**src/rtl/ascii_operand_loader_pkg.sv**
```systemverilog
// Shared definitions for the ASCII operand loader.
// ASCII constants, loader state encoding and character-class helpers.
package ascii_operand_loader_pkg;

    localparam logic [7:0] CH_0  = 8'h30;
    localparam logic [7:0] CH_9  = 8'h39;
    localparam logic [7:0] CH_LF = 8'h0A;
    localparam logic [7:0] CH_CR = 8'h0D;

    typedef enum logic [1:0] {
        GET_X   = 2'd0,
        GET_Y   = 2'd1,
        PRESENT = 2'd2
    } state_t;

    function automatic logic is_digit(input logic [7:0] c);
        return (c >= CH_0) && (c <= CH_9);
    endfunction

    function automatic logic is_term(input logic [7:0] c);
        return (c == CH_LF) || (c == CH_CR);
    endfunction

    function automatic longint pow10(input int n);
        longint p;
        p = 1;
        for (int i = 0; i < n; i++) p = p * 10;
        return p;
    endfunction

endpackage

```
**src/rtl/ascii_operand_loader_dec_accum.sv**
```systemverilog
// Decimal digit accumulator: acc = acc*10 + digit, with digit count.
// Ports: clk, rst_n, clr, push_digit, digit[3:0] -> value, count, full.
module dec_accum #(
    parameter int WIDTH  = 8,
    parameter int DIGITS = 2,
    parameter int CW     = $clog2(DIGITS + 1)
) (
    input  logic             clk,
    input  logic             rst_n,
    input  logic             clr,
    input  logic             push_digit,
    input  logic [3:0]       digit,
    output logic [WIDTH-1:0] value,
    output logic [CW-1:0]    count,
    output logic             full
);

    localparam logic [WIDTH+3:0] TEN = (WIDTH + 4)'(10);

    logic [WIDTH-1:0] acc;
    logic [CW-1:0]    cnt;

    // Widened multiply-add; the parameter bound guarantees no truncation loss.
    always_ff @(posedge clk or negedge rst_n) begin
        if (!rst_n) begin
            acc <= '0;
            cnt <= '0;
        end else if (clr) begin
            acc <= '0;
            cnt <= '0;
        end else if (push_digit) begin
            acc <= WIDTH'({4'b0, acc} * TEN + {{WIDTH{1'b0}}, digit});
            cnt <= cnt + CW'(1);
        end
    end

    assign value = acc;
    assign count = cnt;
    assign full  = (cnt == CW'(DIGITS));

endmodule

```
**src/rtl/ascii_operand_loader.sv**
```systemverilog
// Converts ASCII decimal keystrokes into an x/y operand pair for the adder.
// Ports: clk, rst_n, ch_valid/ch_data/ch_ready in; op_x/op_y/op_valid/op_ready out; err pulse.
module ascii_operand_loader
    import ascii_operand_loader_pkg::*;
#(
    parameter int WIDTH  = 8,
    parameter int DIGITS = 2
) (
    input  logic             clk,
    input  logic             rst_n,
    input  logic             ch_valid,
    input  logic [7:0]       ch_data,
    output logic             ch_ready,
    output logic [WIDTH-1:0] op_x,
    output logic [WIDTH-1:0] op_y,
    output logic             op_valid,
    input  logic             op_ready,
    output logic             err
);

    localparam int CW = $clog2(DIGITS + 1);

    if (pow10(DIGITS) > (longint'(1) << WIDTH)) begin : g_bad_params
        $error("DIGITS decimal digits do not fit in WIDTH bits");
    end

    state_t           state;
    logic             accept;
    logic             dig;
    logic             term;
    logic             push;
    logic             reject;
    logic             load;
    logic             clr;
    logic [WIDTH-1:0] acc;
    logic [CW-1:0]    cnt;
    logic             full;

    assign ch_ready = (state != PRESENT);
    assign accept   = ch_valid && ch_ready;
    assign dig      = is_digit(ch_data);
    assign term     = is_term(ch_data);

    // Extra digits and non-digit bytes both discard the partial operand.
    assign reject = accept && ((dig && full) || (!dig && !term));
    assign push   = accept && dig && !full;
    // Empty terminators are ignored so CR/LF pairs are harmless.
    assign load   = accept && term && (cnt != '0);
    assign clr    = reject || load;

    dec_accum #(
        .WIDTH  (WIDTH),
        .DIGITS (DIGITS),
        .CW     (CW)
    ) u_acc (
        .clk        (clk),
        .rst_n      (rst_n),
        .clr        (clr),
        .push_digit (push),
        .digit      (ch_data[3:0]),
        .value      (acc),
        .count      (cnt),
        .full       (full)
    );

    always_ff @(posedge clk or negedge rst_n) begin
        if (!rst_n) begin
            state    <= GET_X;
            op_x     <= '0;
            op_y     <= '0;
            op_valid <= 1'b0;
            err      <= 1'b0;
        end else begin
            err <= reject;
            unique case (state)
                GET_X: begin
                    if (load) begin
                        op_x  <= acc;
                        state <= GET_Y;
                    end
                end
                GET_Y: begin
                    if (load) begin
                        op_y     <= acc;
                        op_valid <= 1'b1;
                        state    <= PRESENT;
                    end
                end
                PRESENT: begin
                    // Operands are kept after transfer; only valid drops.
                    if (op_valid && op_ready) begin
                        op_valid <= 1'b0;
                        state    <= GET_X;
                    end
                end
                default: state <= GET_X;
            endcase
        end
    end

endmodule

```
**config.mk**
```make
export PLATFORM = sky130hd
export DESIGN_NAME = ascii_operand_loader
export DESIGN_NICKNAME = d
export VERILOG_FILES = /design/src/rtl/ascii_operand_loader_pkg.sv /design/src/rtl/ascii_operand_loader_dec_accum.sv /design/src/rtl/ascii_operand_loader.sv
export SDC_FILE = /design/constraint.sdc
export NUM_CORES = 1
export LEC_CHECK = 0
export ABC_AREA = 1
export CAP_MARGIN = 20
export CORE_ASPECT_RATIO = 1.25
export CORE_UTILIZATION = 52
export CTS_CLUSTER_DIAMETER = 200
export CTS_CLUSTER_SIZE = 16
export DETAILED_ROUTE_END_ITERATION = 7
export GPL_TIMING_DRIVEN = 0
export PLACE_DENSITY = 0.79
export REMOVE_ABC_BUFFERS = 1
export SLEW_MARGIN = 10
export SYNTH_ARGS = -nofsm -noshare
export SYNTH_HDL_FRONTEND = slang
export SYNTH_SLANG_ARGS = --single-unit
export TNS_END_PERCENT = 30
```
**constraint.sdc**
```tcl
create_clock -name clk -period 2.6 [get_ports clk]
set_input_delay 0.52 -clock clk [delete_from_list [all_inputs] [get_ports clk]]
set_output_delay 0.52 -clock clk [all_outputs]
set_load 0.05 [all_outputs]
```
# After elaboration in Yosys (flattened, before gate mapping)
# Cells that the tools add are included.
[op_classes]
add_sub_neg = 2
mul = 1
div_mod_pow = 0
order_cmp = 2
eq_ne = 9
n_shift = 0
mux = 11
bitwise = 0
reduce_logical = 24
[op_table]
columns = ["operator", "count"]
rows = [
  ["8-bit by 4-bit equality test with 1-bit output, second input constant", 2],
  ["8-bit 2-to-1 mux", 2],
  ["1-bit logical AND", 10],
  ["2-bit 2-to-1 mux", 5],
  ["8-bit by 4-bit adder with 8-bit output", 1],
  ["8-bit by 6-bit >= comparator with 1-bit output, second input constant", 1],
  ["8-bit by 6-bit <= comparator with 1-bit output, second input constant", 1],
  ["8-bit by 3-bit multiplier with 7-bit output, second input constant", 1],
  ["2-bit inequality test, second input constant", 4],
  ["2-bit case mux with 3 select lines", 1],
  ["3-bit AND reduction", 2],
  ["2-bit nonzero test", 3],
  ["2-bit equality test, second input constant", 2],
  ["2-bit AND reduction", 2],
  ["1-bit zero test", 3],
  ["1-bit logical OR", 3],
  ["2-bit by 1-bit adder with 2-bit output, second input constant", 1],
  ["2-bit by 1-bit equality test with 1-bit output, second input constant", 1],
  ["2-bit zero test", 1],
  ["1-bit 2-to-1 mux", 2],
  ["1-bit case mux with 2 select lines", 1],
]
[totals]
register_bits = 30
latchBits = 0
ram_bits = 0
romBits = 0
n_memories = 0

# Longest topological paths before layout
# Gate-level depths: netlist of the first run.
[logic_depth]
word_depth = 8
ltp_mapped = 11
depth_no_buf = 11

# Modules after synthesis
# Synthesis of the first run repeated with hierarchy kept, for this count alone.
[hier_totals]
hier_cells = 204
area_unflattened_um2 = 1747.9
[by_module_without_submodules]
columns = ["mod", "n_inst", "cells_each", "area_per_inst_um2", "seq_area_each_um2"]
rows = [
  ["ascii_operand_loader", 1, 117, 978.4, 500.5],
  ["dec_accum", 1, 87, 769.5, 250.2],
]

# Worst setup path after synthesis of the first run
# Ideal clock, no wire load.
[synth_timing]
kind = "register to register"
from = "register u_acc.acc[1], in the netlist u_acc.value[1]"
to = "register u_acc.acc[5], in the netlist u_acc.value[5]"
setup_time_ns = 0.125
arrival_ns = 1.866
t_required_ns = 2.475
slack_ns = 0.610
path_stages_with_launch = 9
path_buffers = 0
synth_period_minus_slack_ns = 1.990
cell_sequence = "dfrtp_1 ha_1 ha_1 inv_1 fa_1 inv_1 or2_2 nand3_1 a21oi_1"
[synth_between]
elab_chain_len = 4
[synth_lines]
columns = ["item", "line", "source"]
rows = [
  ["start: declaration", "ascii_operand_loader_dec_accum.sv:20", "logic [WIDTH-1:0] acc;"],
  ["start signal: assignment", "ascii_operand_loader_dec_accum.sv:32", "acc <= WIDTH'({4'b0, acc} * TEN + {{WIDTH{1'b0}}, digit});"],
  ["8-bit by 3-bit multiplier with 7-bit output", "ascii_operand_loader_dec_accum.sv:32", ""],
  ["8-bit by 4-bit adder with 8-bit output", "ascii_operand_loader_dec_accum.sv:32", ""],
  ["8-bit 2-to-1 mux", "ascii_operand_loader_dec_accum.sv:31", "end else if (push_digit) begin"],
  ["8-bit 2-to-1 mux", "ascii_operand_loader_dec_accum.sv:28", "end else if (clr) begin"],
]
# Every way passes these cells. The select of a mux whose other input is x is not followed.
# A chain may end at the register's enable or synchronous reset.

# Worst setup path in the final report of the first run
[layout_timing]
from = "register u_acc.acc[1], in the netlist u_acc.value[1]"
to = "register u_acc.acc[6], in the netlist u_acc.value[6]"
# The elaborated chain is that of the path after synthesis.

==> impl_metrics.tcl, run 1 <==
set metrics [dict create \
    relSlewSlack_pct 57.1 \
    grt_pass1_wl_um 5280 \
    synth-xor-area-share_pct 0.495 \
    area_delta_synth_final_pct 22.6 \
    reg2reg_slack_ns 0.45 \
    synth_cell_types 24 \
    timing.setup.tns_ns 0 \
    synth_top_area_share_pct 42.4 \
    gp_congestion 0.807 \
    post_cts_buffers 0 \
    maxCapViolCount 0 \
    dieWidth_um 54.2 \
    yosysSeqAreaShare_pct 42.4 \
    tightest_slew_ns 0.644 \
    worst-path-max-fanout 5 \
    fmax_mhz 465 \
    stdcell_area_mm2 0.00217 \
    cp-start-kind "flop" \
    yosys.area_share.simple_pct 26.2 \
    ir_worst_vdd_uv 380 \
    dpl.cell_count 268 \
    initial_utilization_pct 54.9 \
    syn_inst 204 \
    routed_wl_um 3150 \
    htreeDepth 2 \
    critPathLaunch "u_acc.value[1]$_DFFE_PN0P_" \
    netlist_area_mm2 0.00177 \
    final_nets 264 \
    min_path_type "in -> async" \
    synth_seq_cells 30 \
    die_area_mm2 0.00364 \
    syn_area_per_cell_um2 8.67 \
    antenna_found_initial 0 \
    grt_pass1_vias 1285 \
    finalSetupViolCount 0 \
    via_count 1386 \
    grt_start_max_net_pins 31 \
    fin_crit_ns 2.15 \
    rsz0062_at_grt "false" \
    clockBufferDepth 2 \
    core.rowCount 23 \
    skew_ns 0.00932 \
    drive_gt1_share_pct 16.3 \
    cts_resized 0 \
    yosys.area_share.adder_pct 10.7 \
    drtPass1Iterations 4 \
    cp-end-kind "flop" \
    regToRegStartpoint "u_acc.value[1]$_DFFE_PN0P_" \
    muxShareOfSynthArea_pct 0 \
    clock_sinks 30 \
    clk_latency_ns 0.29 \
    crit_required_ns 2.82 \
    r2r_end "u_acc.value[6]$_DFFE_PN0P_" \
    synth_top_area_cell "dfrtp_1" \
    worstSetupPathType "reg -> reg" \
    root_buffer "clkbuf_8" \
    synth_compound_area_share_pct 11.5 \
    multi_input_area_um2 866 \
    regArea_um2 751 \
    cts_buffers 5 \
    viasPerCell 5.02 \
    nFillCells 275 \
    hold_viol_final 0 \
    design.core.area_mm2 0.00322 \
    stdcell_count 276 \
    p_leak_nw 1.01 \
    clk_pin_slew_ns 0.07 \
    ys_top_cells_by_area "dfrtp_1, nand2_1, ha_1" \
    power_density_mw_per_mm2 425 \
    status "complete, no violations" \
    die_y_um 67.2 \
    finalCritPeriodShare_pct 82.7 \
    cts_tree "done" \
    reg2reg_depth 9 \
    ys_warn_count 0 \
    drt-initial-drc-count 35 \
    grt_overflow 0 \
    drtAntennaViolNets 0 \
    dpl_cell_area_mm2 0.00208 \
    drcViolationCount 0 \
    drv_slew 0 \
    dp_hpwl_um 2370 \
    wl_per_cell_um 11.4 \
    critical_path_arrival_ns 2.37 \
    antenna_cells 0 \
    track_usage_pct 20.5 \
    holdBufCountCts 0 \
    numPortBuffers 30 \
    synth_top_family_by_area "simple AND/OR/NAND/NOR gates" \
    pin_count 31 \
]
-- cell families after synthesis --
| kind of cell | Yosys count |
|---|---|
| buffers and inverters | 34 |
| adders and majority gates | 14 |
| AOI/OAI and AO/OA | 28 |
| and+or+nand+nor | 97 |
| DFF | 30 |
| xor gates and xnor gates | 1 |
-- worst max-delay path by stage --
stage                                       to  slack [ns]
finish              u_acc.value[6]$_DFFE_PN0P_        0.45
global route        u_acc.value[7]$_DFFE_PN0P_        0.22
CTS                 u_acc.value[6]$_DFFE_PN0P_        0.45
detailed placement  u_acc.value[5]$_DFFE_PN0P_        0.20
global placement    u_acc.value[5]$_DFFE_PN0P_        0.23
floorplan           u_acc.value[5]$_DFFE_PN0P_        0.61
-- synth_stat cells --
cell type  number
inv_1          28
nand2_1        56
dfrtp_1        30
nor3_1          1
inv_4           1
ha_1           12
nand4_1         2
fa_1            2
nor2_1         10
o21ai_2        16
o21ai_1         1
nand3b_1        1
nand3_1        15
or2_2           2
buf_6           3
nand2_4         4
nor2_2          1
inv_2           2
a21oi_1        10
xnor2_1         1
nor2_4          2
nand3_4         1
nand2_2         2
o211ai_1        1
-- stage by stage --
stage / setup slack [ns] / total power [W] / utilization (%) / hold slack, ns
global route: 0.223 / 0.000957 / 67.3 / 0.317
finish: 0.450 / 0.000922 / 67.3 / 0.254
floorplan: 0.610 / 0.000507 / - / 0.224
global placement: 0.231 / 0.000541 / 64.6 / 0.464
detailed placement: 0.200 / 0.000542 / 64.4 / 0.467
CTS: 0.449 / 0.000929 / 67.3 / 0.283
-- routing by layer --
layer / up-vias / track usage (%) / share of wire, %
met2: 33 / 32.6 / 49
met5: - / 0 / 0
li1: 716 / - / -
met4: 0 / 13.5 / 2.6
met3: 8 / 4.95 / 3.1
met1: 629 / 23.7 / 45
-- area by class of cell --
class,instances,area share (%)
flip-flops and latches,30,34.6
inverters,31,5.48
well taps,37,2.14
multi-input cells,140,39.9
clock inverters,1,0.231
repair buffers,30,13.6
clock buffers,7,3.98
-- sequential cells by signal (all words and copies together) (netlist names) --
signal	count
op_y	8
op_x	8
u_acc.value	8
state	2
u_acc.count	2
op_valid	1
err	1
-- worst max-delay path: stages, from the launching register on --
cell      delay [ns]
dfrtp_1         0.45
ha_1            0.32
ha_1            0.21
inv_1           0.07
fa_1            0.44
inv_1           0.14
nand2_1         0.07
o211ai_1        0.18
nand3_1         0.09
a21oi_1         0.13
-- power by group --
group | leakage (nW) | internal, W | switching (W)
clock | 0.0482 | 0.000213 | 0.000177
sequential | 0.417 | 0.000469 | 0.00000150
combinational | 0.547 | 0.0000253 | 0.0000359
total | 1.01 | 0.000707 | 0.000215
-- cells in the final DEF (no fill, tap or decap), types with 2 or more instances in the layout --
| master | instances |
|---|---|
| nand3_1 | 15 |
| ha_1 | 12 |
| nand4_1 | 2 |
| dfrtp_1 | 30 |
| nor2_4 | 2 |
| o21ai_2 | 16 |
| clkbuf_8 | 6 |
| nand2_4 | 4 |
| inv_2 | 2 |
| or2_2 | 2 |
| clkdlybuf4s50_1 | 29 |
| inv_1 | 28 |
| nand2_1 | 56 |
| nor2_1 | 10 |
| a21oi_1 | 10 |
| nand2_2 | 2 |
| fa_1 | 2 |
(Power assumes the default switching activity.)
==> run 2, diff against run 1 <==
==> constraint.sdc (replaced) <==
create_clock -name clk -period 2.2 [get_ports clk]
set_input_delay 0.44 -clock clk [delete_from_list [all_inputs] [get_ports clk]]
set_output_delay 0.44 -clock clk [all_outputs]
set_load 0.05 [all_outputs]
==> run 2 against run 1 <==
Net effect:
- non-clock buffer count increased by 7
- maximum frequency increased by 1.7%
- count of clock-buffer cells in the layout unchanged
- flip-flop and latch count unchanged
- critical path depth increased by 1
- worst hold slack got worse by 0.081 ns
- clock skew about the same
- highest routed layer unchanged
==> impl_metrics.tcl, run 2 (synthesis results as in run 1) <==
set metrics [dict create \
    htreeDepth 2 \
    drtAntennaViolNets 0 \
    initial_utilization_pct 54.9 \
    critical_path_arrival_ns 2.33 \
    root_buffer "clkbuf_8" \
    final_common_cell "nand2_1" \
    finalSetupViolCount 0 \
    viasPerCell 5.06 \
    drv_slew 0 \
    routed_wl_um 3270 \
    antenna_cells 0 \
    p_leak_nw 1.05 \
    critPathLaunch "u_acc.value[1]$_DFFE_PN0P_" \
    crit_required_ns 2.42 \
    fmax_mhz 473 \
    ir_worst_vdd_uv 443 \
    skew_ns 0.00905 \
    die_area_mm2 0.00364 \
    stdcell_count 283 \
    grt_overflow 0 \
    clockBufferDepth 2 \
    drt-initial-drc-count 55 \
    cts_tree "done" \
    slowest_stage "dfrtp_2" \
    via_count 1433 \
    gp_congestion 0.807 \
    timing.setup.tns_ns 0 \
    r2r_end "u_acc.value[6]$_DFFE_PN0P_" \
    grt_start_max_net_pins 31 \
    tightest_slew_ns 0.644 \
    clock_sinks 30 \
    drcViolationCount 0 \
    area_delta_synth_final_pct 26.7 \
    pin_count 31 \
    core.rowCount 23 \
    critPathCapture "u_acc.value[6]$_DFFE_PN0P_" \
    cp-start-kind "flop" \
    cp_common_cell "inv_1" \
    clk_pin_slew_ns 0.07 \
    worstPathCellList "ha_1 -> ha_2 -> inv_1 -> fa_1 -> xnor2_2 -> buf_4 -> inv_1 -> o211ai_1 -> nand3_1 -> a21oi_1" \
    final_cell_mix "nand2_1, dfrtp_1, clkdlybuf4s50_1" \
    multi_input_area_um2 886 \
    wl_per_cell_um 11.6 \
    drive_gt1_share_pct 21.1 \
    worst-path-max-fanout 4 \
    antenna_found_initial 0 \
    reg2reg_slack_ns 0.09 \
    worstSetupPathType "reg -> reg" \
    maxCapViolCount 0 \
    dp_hpwl_um 2370 \
    grt_pass1_vias 1285 \
    dpl.cell_count 268 \
    reg2reg_depth 10 \
    relSlewSlack_pct 57.1 \
    track_usage_pct 20.5 \
    status "complete, no violations" \
    cts_buffers 5 \
    grt_pass1_wl_um 5280 \
    final_nets 271 \
    regToRegStartpoint "u_acc.value[1]$_DFFE_PN0P_" \
    slowest_delay_ns 0.43 \
    regArea_um2 752 \
    min_path_type "in -> async" \
    dieWidth_um 54.2 \
    die_y_um 67.2 \
    drtPass1Iterations 4 \
    hold_viol_final 0 \
    worst-path-stages 10 \
    power_density_mw_per_mm2 486 \
    design.core.area_mm2 0.00322 \
    numPortBuffers 30 \
    clk_latency_ns 0.29 \
    nFillCells 266 \
    cp_top_family "adder cells" \
    cp-end-kind "flop" \
    holdBufCountCts 0 \
    finalCritPeriodShare_pct 96.1 \
    fin_crit_ns 2.11 \
    crit_buf_inv 3 \
]
[run 2: final cells by class]
type | instances | share of cell area [%]
clock inverters | 1 | 0.223
repair buffers | 37 | 15.5
well taps | 37 | 2.06
multi-input cells | 140 | 39.5
clock buffers | 7 | 3.85
flip-flops and latches | 30 | 33.5
inverters | 31 | 5.30
[run 2: worst min path at each step]
stage / slack, ns / end / startpoint
final: 0.17 / state[1]$_DFFE_PN0P_ / rst_n
after detailed placement: 0.47 / op_y[7]$_DFFE_PN0P_ / op_y[7]$_DFFE_PN0P_
after global routing: 0.24 / state[1]$_DFFE_PN0P_ / rst_n
after floorplan: 0.14 / err$_DFF_PN0_ / rst_n
after global placement: 0.46 / op_y[0]$_DFFE_PN0P_ / op_y[0]$_DFFE_PN0P_
after CTS: 0.20 / state[1]$_DFFE_PN0P_ / rst_n
[run 2: repair_timing]
item                       CTS  global route
resized for setup            0             6
setup endpoints to repair    0             3
buffers inserted             0             7
[run 2: metal layers]
metal	global-route usage, %	part of all wire (%)
met4	13.5	2.4
met3	4.95	3.5
met2	32.6	51
met1	23.7	43
met5	0	0
[run 2: through the flow]
stage / cell area, um^2 / power, W / hold slack, ns / worst slack [ns] / util [%]
floorplan: 1740 / 0.000599 / 0.144 / 0.210 / -
global placement: 2080 / 0.000640 / 0.464 / -0.0892 / 64.6
detailed placement: 2080 / 0.000640 / 0.467 / -0.120 / 64.4
CTS: 2170 / 0.00110 / 0.203 / 0.0486 / 67.3
global route: 2240 / 0.00113 / 0.237 / -0.0221 / 69.6
finish: 2240 / 0.00109 / 0.173 / 0.0867 / 69.6
[run 2: power by group]
group	switching (W)	leakage (nW)	internal, W	total, W
combinational	0.0000434	0.589	0.0000317	0.0000750
clock	0.000207	0.0482	0.000252	0.000459
sequential	0.00000159	0.415	0.000554	0.000556
[run 2: worst reg2reg max path: cells and delay by family, from the launching register on]
family,cells,cell delay (ns)
AO/OA/AOI/OAI,2,0.21
XOR/XNOR,1,0.19
adder cells (fa/ha/maj),3,0.89
buffers and inverters,3,0.22
flip-flops,1,0.43
AND/OR/NAND/NOR,1,0.09
==> RTL change: new RTL, settings of run 2 <==
Register the output `err` once more, with the module's reset; this adds one clock of latency there. The other outputs are not delayed to match.
--- a/src/rtl/ascii_operand_loader.sv
+++ b/src/rtl/ascii_operand_loader.sv
@@ -20,4 +20,6 @@
 
     localparam int CW = $clog2(DIGITS + 1);
+
+    logic err_s0;
 
     if (pow10(DIGITS) > (longint'(1) << WIDTH)) begin : g_bad_params
@@ -70,7 +72,7 @@
             op_y     <= '0;
             op_valid <= 1'b0;
-            err      <= 1'b0;
+            err_s0   <= 1'b0;
         end else begin
-            err <= reject;
+            err_s0 <= reject;
             unique case (state)
                 GET_X: begin
@@ -99,4 +101,12 @@
     end
 
+    always_ff @(posedge clk or negedge rst_n) begin
+        if (!rst_n) begin
+            err <= '0;
+        end else begin
+            err <= err_s0;
+        end
+    end
+
 endmodule
 
Formal check against the unedited RTL: not equivalent (Yosys sat finds a counterexample within 4 cycles, from zero or initial values and one cycle with rst_n low).
==> RTL change against run 2 <==
  * Routed wire length shrank 6.7%
  * Total power shrank 4.0%
  * Largest cell class unchanged
  * Largest power group unchanged
  * Die area grew 1.4%
  * Sequential cell count grew 1
  * Worst setup slack gained 0.030 ns
  * Final area shrank 0.73%
  * Core utilization shrank 1.1 points
  * Count of clock-buffer cells in the layout shrank 1
  * Synthesized area grew 1.4%
  * Clock power shrank 14%
  * Critical path type unchanged
  * Clock skew shrank 0.0055 ns
  * Critical path depth shrank 2
==> RTL change: results (changes against run 2) <==
** Logic synthesis
- The synthesis warning total was 0 (unchanged).
- Synthesized instance count :: 205 (+0.49%)
- The xor/xnor share of the synthesized area was 0.488% (-0.0069 points).
- By count the netlist is led by 56 x sky130_fd_sc_hd__nand2_1, 31 x sky130_fd_sc_hd__dfrtp_1, 28 x sky130_fd_sc_hd__inv_1, 16 x sky130_fd_sc_hd__o21ai_2, 15 x sky130_fd_sc_hd__nand3_1.
- Netlist cell types :: 24 (unchanged)
- Post-Synth Adder-Cell Area :: 10.6% (-0.15 points)
- In the post-synthesis netlist, the biggest area contributors are sky130_fd_sc_hd__dfrtp_1 43%, sky130_fd_sc_hd__nand2_1 12%, sky130_fd_sc_hd__ha_1 8.4%, sky130_fd_sc_hd__o21ai_2 7.8%, sky130_fd_sc_hd__inv_1 5.9%.
- Sequential fraction of the synthesis area :: 43.2% (+0.80 points)
- The area fraction in compound gates after synthesis came to 11.3% (-0.16 points).

** Timing
- The setup clock skew after layout is 0.00354 ns (-0.00551 ns).
- The period utilization is 94.7% (-1.4 points).

** Clock tree
- The total setup buffers inserted after CTS was 0 (unchanged).

** Worst setup path
- FF-to-FF path depth :: 8 (-2)
- Setup slack of the most critical reg-to-reg path :: 0.12 ns (+0.03 ns)
- Maximum fanout along the worst path :: 5 (+1)
- Max incr delay on CP :: 0.55 ns (+0.12 ns)
- Launch point of the worst reg-to-reg path :: u_acc.value[1]$_DFFE_PN0P_
- Data arrival time of the critical path :: 2.24 ns (-0.09 ns)
- Reg-to-reg critical path endpoint :: u_acc.value[5]$_DFFE_PN0P_

** Route
- The average routed wire per standard cell was 11.0 um (-5.0%).
- Vias per inst :: 5.07 (about the same)
- Total vias in the final route :: 1409 (-1.7%)
- First drt pass iteration count :: 4 (unchanged)

** Placement
- The post-detailed-placement half-perimeter wirelength was 2340 um (-1.3%).
- Placed cell area :: 0.00210 sq mm (+1.2%)
- Setup Slack @ Placement :: -0.0857 ns (+0.0347 ns)
- The final weighted congestion in routability-driven placement is 0.797 (-1.2%).

** Global routing
- The via count of the first global-routing pass was 1320 (+2.7%).
- Wire length of the first global-routing pass :: 5480 um (+3.8%)
- Aggregate global-route resource usage :: 20.8% (+0.33 points)

** Power and ir drop
- The internal power was 0.000815 W (-2.7%).
- VDD IR-drop max :: 0.000574 V (+29%)
- Leakage power total :: 1.03 nW (-2.5%)

** Outcome
- The run finished with clean final reports.

** Cells and area
- Filler cell count :: 278 (+4.5%)
- The fraction of final layout cells sized beyond drive strength 1 is 19.5% (-1.6 points).
- Net total in the final layout :: 268 (-1.1%)
RTL change: layer usage:
| metal | routed length (um) | global-route usage (%) |
|---|---|---|
| met1 | 1420 | 24.3 |
| met2 | 1520 | 34.8 |
| met3 | 72 | 3.38 |
| met4 | 40 | 12.2 |
| met5 | 0 | 0 |
RTL change: worst max path at each step:
stage,to,from,depth (start not counted)
6_report,u_acc.value[5]$_DFFE_PN0P_,u_acc.value[1]$_DFFE_PN0P_,8
5_1_grt,u_acc.value[6]$_DFFE_PN0P_,u_acc.value[1]$_DFFE_PN0P_,9
4_1_cts,u_acc.value[6]$_DFFE_PN0P_,u_acc.value[1]$_DFFE_PN0P_,9
3_5_place_dp,u_acc.value[5]$_DFFE_PN0P_,ch_data[1],8
3_3_place_gp,u_acc.value[5]$_DFFE_PN0P_,ch_data[1],8
2_1_floorplan,u_acc.value[5]$_DFFE_PN0P_,u_acc.value[1]$_DFFE_PN0P_,8
RTL change: power groups by stage:
stage	registers [W]	clock network [W]	logic (W)
6_report	0.000576	0.000396	0.0000745
5_1_grt	0.000576	0.000429	0.0000848
4_1_cts	0.000576	0.000405	0.0000744
3_5_place_dp	0.000586	0	0.0000740
3_3_place_gp	0.000586	0	0.0000741
2_1_floorplan	0.000590	0	0.0000287
RTL change: through the flow:
step / hold slack, ns / util (%)
finish: 0.194 / 68.4
global route: 0.256 / 68.4
CTS: 0.217 / 66.9
detailed placement: 0.342 / 64.6
global placement: 0.332 / 64.8
floorplan: 0.144 / -
RTL change: area by class of cell:
class | count | area, sq um | area share (%)
Clock buffer | 6 | 72.6 | 3.26
Inverter | 31 | 119 | 5.34
Multi-Input combinational cell | 140 | 892 | 40.1
Sequential cell | 31 | 778 | 35.0
Tap cell | 37 | 46.3 | 2.08
Timing Repair Buffer | 33 | 318 | 14.3
